### config.mk
export PLATFORM = sky130hd
export DESIGN_NAME = mem_wb_lsu_stage_flat
export DESIGN_NICKNAME = d
export VERILOG_FILES = /design/src/rtl/mem_wb_lsu_stage_if.sv /design/src/rtl/mem_wb_lsu_stage.sv /design/src/flat_wrapper.sv
export SDC_FILE = /design/constraint.sdc
export NUM_CORES = 1
export LEC_CHECK = 0
export ABC_AREA = 1
export ABC_CLOCK_PERIOD_IN_PS = 2400
export BUFFER_PORTS_ARGS = -buffer_cell sky130_fd_sc_hd__buf_2
export CAP_MARGIN = 0
export CORE_ASPECT_RATIO = 1.2
export CORE_MARGIN = 5
export CORE_UTILIZATION = 50
export DETAILED_ROUTE_END_ITERATION = 10
export GPL_ROUTABILITY_DRIVEN = 0
export HOLD_SLACK_MARGIN = 0.1
export PLACE_DENSITY_LB_ADDON = 0.12
export SLEW_MARGIN = 20
export SYNTH_ARGS = -nofsm -noshare
export SYNTH_HDL_FRONTEND = slang
export SYNTH_SLANG_ARGS = --single-unit
### constraint.sdc
create_clock -name MEM_WB_clk -period 2.4 [get_ports MEM_WB_clk]
set_input_delay 0.24 -clock MEM_WB_clk [delete_from_list [all_inputs] [get_ports MEM_WB_clk]]
set_output_delay 0.24 -clock MEM_WB_clk [all_outputs]
set_load 0.01 [all_outputs]
### src/rtl/mem_wb_lsu_stage_if.sv
// Bundle of MEM-side request and WB-side result signals for the MEM->WB stage.
// master = the side feeding the stage (core/bench), slave = the stage itself.
interface mem_wb_lsu_stage_if #(
  parameter int XLEN = 32,
  parameter int AW   = 5
);
  localparam int LOW = $clog2(XLEN / 8);

  logic            m_valid;
  logic            m_ready;
  logic [AW-1:0]   m_rd;
  logic            m_we;
  logic            m_ld;
  logic            m_jal;
  logic            m_lui;
  logic [2:0]      m_op;
  logic [LOW-1:0]  m_addr_lo;
  logic [XLEN-1:0] m_alu;
  logic [XLEN-1:0] m_imm;
  logic [XLEN-1:0] m_pc4;
  logic [XLEN-1:0] m_rdata;
  logic            w_valid;
  logic            w_ready;
  logic [AW-1:0]   w_rd;
  logic            w_we;
  logic [XLEN-1:0] w_data;
  logic            w_misalign;

  modport master (
    output m_valid, m_rd, m_we, m_ld, m_jal, m_lui, m_op, m_addr_lo,
           m_alu, m_imm, m_pc4, m_rdata, w_ready,
    input  m_ready, w_valid, w_rd, w_we, w_data, w_misalign
  );

  modport slave (
    input  m_valid, m_rd, m_we, m_ld, m_jal, m_lui, m_op, m_addr_lo,
           m_alu, m_imm, m_pc4, m_rdata, w_ready,
    output m_ready, w_valid, w_rd, w_we, w_data, w_misalign
  );
endinterface

### src/rtl/mem_wb_lsu_stage.sv
// MEM->WB stage: two-slot in-order holding FIFO that captures sync-read load data,
// aligns and extends it, flags misaligned loads and performs the final writeback select.
module mem_wb_lsu_stage #(
  parameter int XLEN    = 32,
  parameter int AW      = 5,
  parameter bit SKID_EN = 1'b1
) (
  input logic MEM_WB_clk,
  input logic MEM_WB_rst_n,
  input logic MEM_WB_flush,
  mem_wb_lsu_stage_if.slave bus
);
  localparam int LOW = $clog2(XLEN / 8);
  localparam bit IS64 = (XLEN == 64);
  localparam logic [1:0] CAP = SKID_EN ? 2'd2 : 2'd1;

  // Non-load results are resolved at accept time; loads keep their decode fields
  // and wait one cycle for the RAM word.
  logic [AW-1:0]   ent_rd   [2];
  logic            ent_we   [2];
  logic            ent_ld   [2];
  logic [2:0]      ent_op   [2];
  logic [LOW-1:0]  ent_lo   [2];
  logic [XLEN-1:0] ent_val  [2];
  logic [XLEN-1:0] ent_data [2];
  logic [1:0]      pend;
  logic [1:0]      count;
  logic [1:0]      count_nxt;
  logic            wr_ptr;
  logic            rd_ptr;
  logic            m_ready_q;
  logic            head_valid;
  logic            accept;
  logic            pop;

  assign head_valid  = (count != 2'd0);
  assign bus.m_ready = SKID_EN ? m_ready_q : ((count < CAP) | bus.w_ready);
  assign accept      = bus.m_valid & bus.m_ready & ~MEM_WB_flush;
  assign pop         = head_valid & bus.w_ready & ~MEM_WB_flush;

  always_comb begin
    count_nxt = count;
    if (MEM_WB_flush)
      count_nxt = 2'd0;
    else if (accept && !pop)
      count_nxt = count + 2'd1;
    else if (pop && !accept)
      count_nxt = count - 2'd1;
  end

  // Writes alternate slots, so the slot being filled never collides with the
  // slot that captures its RAM word on the following edge.
  always_ff @(posedge MEM_WB_clk or negedge MEM_WB_rst_n) begin
    if (!MEM_WB_rst_n) begin
      count     <= 2'd0;
      wr_ptr    <= 1'b0;
      rd_ptr    <= 1'b0;
      pend      <= 2'b00;
      m_ready_q <= 1'b1;
      for (int i = 0; i < 2; i++) begin
        ent_rd[i]   <= '0;
        ent_we[i]   <= 1'b0;
        ent_ld[i]   <= 1'b0;
        ent_op[i]   <= 3'd0;
        ent_lo[i]   <= '0;
        ent_val[i]  <= '0;
        ent_data[i] <= '0;
      end
    end else begin
      count     <= count_nxt;
      m_ready_q <= (count_nxt < 2'd2);
      if (MEM_WB_flush) begin
        wr_ptr <= 1'b0;
        rd_ptr <= 1'b0;
        pend   <= 2'b00;
      end else begin
        for (int i = 0; i < 2; i++) begin
          if (pend[i]) begin
            ent_data[i] <= bus.m_rdata;
            pend[i]     <= 1'b0;
          end
        end
        if (accept) begin
          ent_rd[wr_ptr]  <= bus.m_rd;
          ent_we[wr_ptr]  <= bus.m_we;
          ent_ld[wr_ptr]  <= bus.m_ld;
          ent_op[wr_ptr]  <= bus.m_op;
          ent_lo[wr_ptr]  <= bus.m_addr_lo;
          ent_val[wr_ptr] <= bus.m_jal ? bus.m_pc4 : (bus.m_lui ? bus.m_imm : bus.m_alu);
          pend[wr_ptr]    <= 1'b1;
          wr_ptr          <= ~wr_ptr;
        end
        if (pop)
          rd_ptr <= ~rd_ptr;
      end
    end
  end

  logic [XLEN-1:0] raw;
  logic [XLEN-1:0] shifted;
  logic [XLEN-1:0] ext;
  logic [LOW-1:0]  lo;
  logic [1:0]      size;
  logic            uns;
  logic            mis;

  // A head still waiting on its RAM word reads the live bus; on RV32 LD/LWU fold into LW.
  always_comb begin
    raw     = pend[rd_ptr] ? bus.m_rdata : ent_data[rd_ptr];
    lo      = ent_lo[rd_ptr];
    shifted = raw >> {lo, 3'b000};
    size    = ent_op[rd_ptr][1:0];
    uns     = ent_op[rd_ptr][2];
    if (!IS64 && size == 2'd3)
      size = 2'd2;
    if (!IS64 && size == 2'd2)
      uns = 1'b0;
    case (size)
      2'd1:    mis = lo[0];
      2'd2:    mis = (lo[1:0] != 2'd0);
      2'd3:    mis = (lo != '0);
      default: mis = 1'b0;
    endcase
    mis = mis & ent_ld[rd_ptr];
    case (size)
      2'd0:    ext = uns ? XLEN'(shifted[7:0])  : XLEN'($signed(shifted[7:0]));
      2'd1:    ext = uns ? XLEN'(shifted[15:0]) : XLEN'($signed(shifted[15:0]));
      2'd2:    ext = uns ? XLEN'(shifted[31:0]) : XLEN'($signed(shifted[31:0]));
      default: ext = shifted;
    endcase
  end

  assign bus.w_valid    = head_valid;
  assign bus.w_rd       = head_valid ? ent_rd[rd_ptr] : '0;
  assign bus.w_we       = head_valid & ent_we[rd_ptr] & ~mis;
  assign bus.w_misalign = head_valid & mis;
  assign bus.w_data     = !head_valid ? '0 :
                          (ent_ld[rd_ptr] ? (mis ? '0 : ext) : ent_val[rd_ptr]);
endmodule

### src/flat_wrapper.sv
// flat-port wrapper written by rule: the top's interface ports become plain ports
module mem_wb_lsu_stage_flat 
#(
  parameter int XLEN    = 32,
  parameter int AW      = 5,
  parameter bit SKID_EN = 1'b1
)
  (MEM_WB_clk, MEM_WB_rst_n, MEM_WB_flush, bus_m_valid, bus_m_rd, bus_m_we, bus_m_ld, bus_m_jal, bus_m_lui, bus_m_op, bus_m_addr_lo, bus_m_alu, bus_m_imm, bus_m_pc4, bus_m_rdata, bus_w_ready, bus_m_ready, bus_w_valid, bus_w_rd, bus_w_we, bus_w_data, bus_w_misalign);
  mem_wb_lsu_stage_if #(.XLEN(XLEN), .AW(AW)) bus_i ();
  input logic MEM_WB_clk;
  input logic MEM_WB_rst_n;
  input logic MEM_WB_flush;
  input wire logic [$bits(bus_i.m_valid)-1:0] bus_m_valid;
  input wire logic [$bits(bus_i.m_rd)-1:0] bus_m_rd;
  input wire logic [$bits(bus_i.m_we)-1:0] bus_m_we;
  input wire logic [$bits(bus_i.m_ld)-1:0] bus_m_ld;
  input wire logic [$bits(bus_i.m_jal)-1:0] bus_m_jal;
  input wire logic [$bits(bus_i.m_lui)-1:0] bus_m_lui;
  input wire logic [$bits(bus_i.m_op)-1:0] bus_m_op;
  input wire logic [$bits(bus_i.m_addr_lo)-1:0] bus_m_addr_lo;
  input wire logic [$bits(bus_i.m_alu)-1:0] bus_m_alu;
  input wire logic [$bits(bus_i.m_imm)-1:0] bus_m_imm;
  input wire logic [$bits(bus_i.m_pc4)-1:0] bus_m_pc4;
  input wire logic [$bits(bus_i.m_rdata)-1:0] bus_m_rdata;
  input wire logic [$bits(bus_i.w_ready)-1:0] bus_w_ready;
  output wire logic [$bits(bus_i.m_ready)-1:0] bus_m_ready;
  output wire logic [$bits(bus_i.w_valid)-1:0] bus_w_valid;
  output wire logic [$bits(bus_i.w_rd)-1:0] bus_w_rd;
  output wire logic [$bits(bus_i.w_we)-1:0] bus_w_we;
  output wire logic [$bits(bus_i.w_data)-1:0] bus_w_data;
  output wire logic [$bits(bus_i.w_misalign)-1:0] bus_w_misalign;
  assign bus_i.m_valid = bus_m_valid;
  assign bus_i.m_rd = bus_m_rd;
  assign bus_i.m_we = bus_m_we;
  assign bus_i.m_ld = bus_m_ld;
  assign bus_i.m_jal = bus_m_jal;
  assign bus_i.m_lui = bus_m_lui;
  assign bus_i.m_op = bus_m_op;
  assign bus_i.m_addr_lo = bus_m_addr_lo;
  assign bus_i.m_alu = bus_m_alu;
  assign bus_i.m_imm = bus_m_imm;
  assign bus_i.m_pc4 = bus_m_pc4;
  assign bus_i.m_rdata = bus_m_rdata;
  assign bus_i.w_ready = bus_w_ready;
  assign bus_m_ready = bus_i.m_ready;
  assign bus_w_valid = bus_i.w_valid;
  assign bus_w_rd = bus_i.w_rd;
  assign bus_w_we = bus_i.w_we;
  assign bus_w_data = bus_i.w_data;
  assign bus_w_misalign = bus_i.w_misalign;
  mem_wb_lsu_stage #(.XLEN(XLEN), .AW(AW), .SKID_EN(SKID_EN)) u_core (.MEM_WB_clk(MEM_WB_clk), .MEM_WB_rst_n(MEM_WB_rst_n), .MEM_WB_flush(MEM_WB_flush), .bus(bus_i));
endmodule
**After elaboration in Yosys (flattened, before gate mapping)**

Cells that the tools add are included.

- Add/subtract/negate cells: 2
- Multiply operators: 0
- Divide/modulo/power cells: 0
- Order comparisons: 7
- Eq/ne operators: 4
- Shift-type cells: 1
- Muxes and demuxes: 64
- Bitwise operators: 15
- Reduce and logical (&&, ||, !) cells: 15

Operators by type and width:

| operator | number |
|---|---|
| two-way mux 32 bit | 15 |
| bitwise mux 64 bit | 1 |
| one-hot mux 32 bit (2 select lines) | 1 |
| demux 32 bit (select 1 bit) | 1 |
| right shift 32 x 5 -> 32 bit | 1 |
| two-way mux 5 bit | 5 |
| two-way mux 2 bit | 10 |
| two-way mux 1 bit | 16 |
| two-way mux 3 bit | 4 |
| bitwise mux 10 bit | 1 |
| AND 1 bit | 8 |
| nonzero test 2 bit | 4 |
| bitwise mux 6 bit | 1 |
| equality test 2 bit, second input constant | 3 |
| AND reduction 2 bit | 3 |
| demux 5 bit (select 1 bit) | 1 |
| bitwise mux 2 bit | 2 |
| bitwise mux 4 bit | 1 |
| >= comparator 2 bit, second input constant | 2 |
| logical AND 1 bit | 4 |
| less-than comparator 1 x 2 -> 1 bit, second input constant | 2 |
| NOT 1 bit | 4 |
| NOT 1 -> 2 bit | 2 |
| demux 3 bit (select 1 bit) | 1 |
| 13 further kinds | 15 |

- Bits in registers: 159
- Latch bits: 0
- Memory bits (writable): 0
- Memory bits (read-only): 0
- Output and inout bits: 41
- Word-level logic and storage cells: 127
- Memories: 0

**Logic depth before layout (Yosys ltp)**

- Word-level depth: 13
- Gate-level depth with buffers: 13
- Depth with buffers taken out: 11

**Least setup slack after synthesis**

No wires, ideal clock.

- Path type: register to output
- Start: register u_core.rd_ptr
- End: output port bus_w_data[21]
- Arrival time: 1.640 ns
- Required time: 2.160 ns
- Setup slack: 0.520 ns
- Stages on the path, launching flop included: 11
- Cells stage by stage: dfrtp_1 > buf_6 > or2_1 > o21ai_2 > nand2_4 > nor2_4 > nand3_4 > nand3_4 > buf_12 > nand2_2 > a21oi_2

- Word-level cells in the longest chain between the ends: 13
- Elaborated cells on any way between the ends: 37
- Classes of those cells: eq/ne (4); shift (1); mux (27); bitwise (2); reduce/logical (3)

Ends and longest elaborated chain:

| item | line | text |
|---|---|---|
| start: declaration | mem_wb_lsu_stage.sv:30 | `logic rd_ptr;` |
| start signal: assignment | mem_wb_lsu_stage.sv:94 | `rd_ptr <= ~rd_ptr;` |
| parallel branches: the longest is 11 deep, another holds two-way mux 32 bit | - |  |
| two-way mux 32 bit * | mem_wb_lsu_stage.sv:138 | `(ent_ld[rd_ptr] ? (mis ? '0 : ext) : ent_val[rd_ptr]);` |
| two-way mux 32 bit * | mem_wb_lsu_stage.sv:137 | `assign bus.w_data = !head_valid ? '0 :` |
| end: declaration | flat_wrapper.sv:30 | `output wire logic [$bits(bus_i.w_data)-1:0] bus_w_data;` |

Mark *: on every way between the ends. The select of a mux whose other input is x is not followed.

**Final worst setup path**

- Start: register u_core.rd_ptr
- End: output port bus_w_data[18]

The elaborated chain is that of the path after synthesis.

==> run summary <==
Clk pin slew, worst setup/hold paths -> 70 ps
Mapped cell area -> 9056 um^2
Fin. max-slew vios -> 0
Area Growth Syn to Fin -> 29.21%
Sink Count -> 159
Final #Nets -> 1629
Fin crit share -> 1.136
R2R Path Start -> u_core.bus.m_ready
Vias in the first global route -> 8684
Fin util -> 0.6511
Final Skew -> 11.06 ps
Starting Density -> 0.5039
Final Power -> 12.61 mW
Crit. End Element -> output pin
Required time of the critical path -> 2160 ps
Failing checks -> negative setup slack
Ys flop type -> dfrtp_1
Sequential fraction of the synthesis area -> 0.4395
Peak supply drop -> 0.0007193 V
Worst Setup EP -> bus_w_data[18]
Die area -> 20910 um^2
Ys async rst share -> 1.000
R2R cell count -> 8
DR iter-0 viols -> 675
Fin area -> 11700 um^2
Row count -> 54
Synth Area per Inst -> 7.086 um^2
Status -> finished with violations
H-tree level count -> 4
Vias post-DR -> 9070
Hold/Removal Path Class -> input port to flop
Max-cap viol count -> 0
Fin. Hold Viols -> 0
# DRC -> 0
Number of synthesized flops with an enable pin -> 0
Gate count of the mapped netlist -> 1278
Skew-Pair Late Insertion Delay -> 430 ps
CTS tree -> yes
Io pins -> 188
DP HPWL -> 19040 um
Ys Warns -> 0
Most common cell after layout, fill and taps aside -> nand2_1
Crit path kind -> flop to output pin
Min-Delay Path Depth -> 3
Synthesized flop and latch total -> 159
DR WL/cell -> 15.83 um
Post-synthesis cell type count -> 31
GRT overflow -> 0
Startpoint Class -> flop
Share of post-route cells with drive strength above 1 -> 0.2584
Lkg Pwr -> 6.014 nW
First-pass DRT Iterations -> 5
Core region area -> 17970 um^2
Largest net degree at the start of global routing -> 69
Antenna-violating nets left -> 0
Place WS -> 57.22 ps
Launch point of the worst path -> u_core.rd_ptr
IO buf count -> 187
Antenna Cells -> 0
Slew margin rel. -> 0.5730
Initial antenna violation count -> 0
Worst-case clock buffer depth -> 2
Crit path max fanout -> 8
Worst Tran Pin Value -> 640.5 ps
Routed WL -> 27190 um
Area share of the largest cell type after synthesis -> 0.4366
Final Setup Violations -> 33
Worst path arrival time -> 2490 ps
GRT Util Overall -> 0.2516
Final worst slack -> -325.6 ps
Via density -> 5.279
Area leader, netlist -> dfrtp_1
RSZ-0062 raised after global routing -> yes
Final min period -> 2726 ps
Commonest cells after routing, fill and taps aside -> 476 x nand2_1, 198 x o21ai_0, 184 x buf_2
Internal reg-to-reg setup slack -> 510 ps
First-pass GRT wire length -> 42840 um
Power Density -> 1078 nW/um^2
Post-DP Area -> 10250 um^2
Inserted Clock Buffers -> 17
Root buf cell -> clkbuf_16
RR Endpoint -> u_core.ent_val[0]
Die W -> 132.9 um
Synth top area cells -> dfrtp_1 44%, nand2_1 20%, o21ai_0 11%, nand3_1 5.0%, inv_1 3.2%
Final hold slack -> 114.4 ps
Synthesized net count -> 1426
Die height -> 157.4 um
Fmax -> 366.9 MHz
logic make-up after synthesis:
family	Yosys count	synth area share
buf+inv	164	0.08054
simple gates	660	0.3005
fa+ha+maj	1	0.001381
compound gates	294	0.1781
flops	159	0.4395
state kept, by name, indices dropped and copies added, names as in the netlist, 2 cells and up:
name	cells
u_core.ent_ld	2
u_core.pend	2
u_core.ent_lo	4
u_core.ent_data	64
u_core.ent_rd	10
u_core.ent_we	2
u_core.ent_op	6
u_core.ent_val	64
u_core.count	2
per-stage QoR:
stage | cells | setup TNS (ps)
global route | 1718 | -12570
floorplan | 1278 | 0
finish | 1718 | -9287
global placement | 1641 | 0
detailed placement | 1641 | 0
CTS | 1713 | -7010
per-layer routing:
metal  wire length (um)  up-vias  GRT usage
met5                  0        -          0
met4                914        0     0.1040
met3               1367       64    0.04348
met2              13460      288     0.4308
met1              11450     4188     0.3169
li1                   -     4530          -
power breakdown:
part           internal [mW]  switching, mW  leakage [nW]
Sequential              3.58          0.518          1.99
Combinational           2.22           3.43          3.71
Clock                   1.67           1.19         0.308
Total                   7.48           5.14          6.01
worst max-delay path, cell delays in order (launching register included):
cell     delay [ps]
dfrtp_2         440
inv_4            70
buf_8           140
or2_4           230
o21ai_4         110
buf_6           150
o21ai_4          60
nand2_4         140
nand2_4         140
a21oi_2         160
nand2_2          70
a21oi_2         180
buf_2           160
how the worst min path moves through the flow:
stage	startpoint	to	slack [ps]
global route	bus_m_rdata[2]	u_core.ent_data[2]	110
global placement	MEM_WB_rst_n	u_core.ent_data[54]	290
detailed placement	MEM_WB_rst_n	u_core.ent_data[53]	290
CTS	bus_m_rdata[12]	u_core.ent_data[12]	100
floorplan	MEM_WB_rst_n	u_core.count[0]	-60
finish	bus_m_rdata[2]	u_core.ent_data[34]	110
cell type report:
type | count | area, um^2
Clock buffer | 17 | 425.4
Clock inverter | 15 | 198.9
Fill cell | 1591 | 6271
Inverter | 80 | 314.1
Multi-Input combinational cell | 957 | 4667
Sequential cell | 159 | 3981
Tap cell | 224 | 280.3
Timing Repair Buffer | 266 | 1834
cells in the mapped netlist (9+ instances only):
master    count
nor2_1       58
clkbuf_1     54
a21oi_2      10
dfrtp_1     158
nand3_1      91
o21ai_1      18
buf_2         9
o211ai_1     19
inv_1        76
buf_4        11
a21oi_1      42
o21ai_0     198
nand2_2      14
nand2_1     483
what timing repair did:
action,CTS,global route
resized for setup,61,30
pin swaps,14,18
gates cloned,3,2
endpoints found under the setup margin,34,34
endpoints found under the hold margin,98,0
setup buffers,17,3
hold buffers,20,0
No activity file was read; power rests on OpenSTA's default activity.
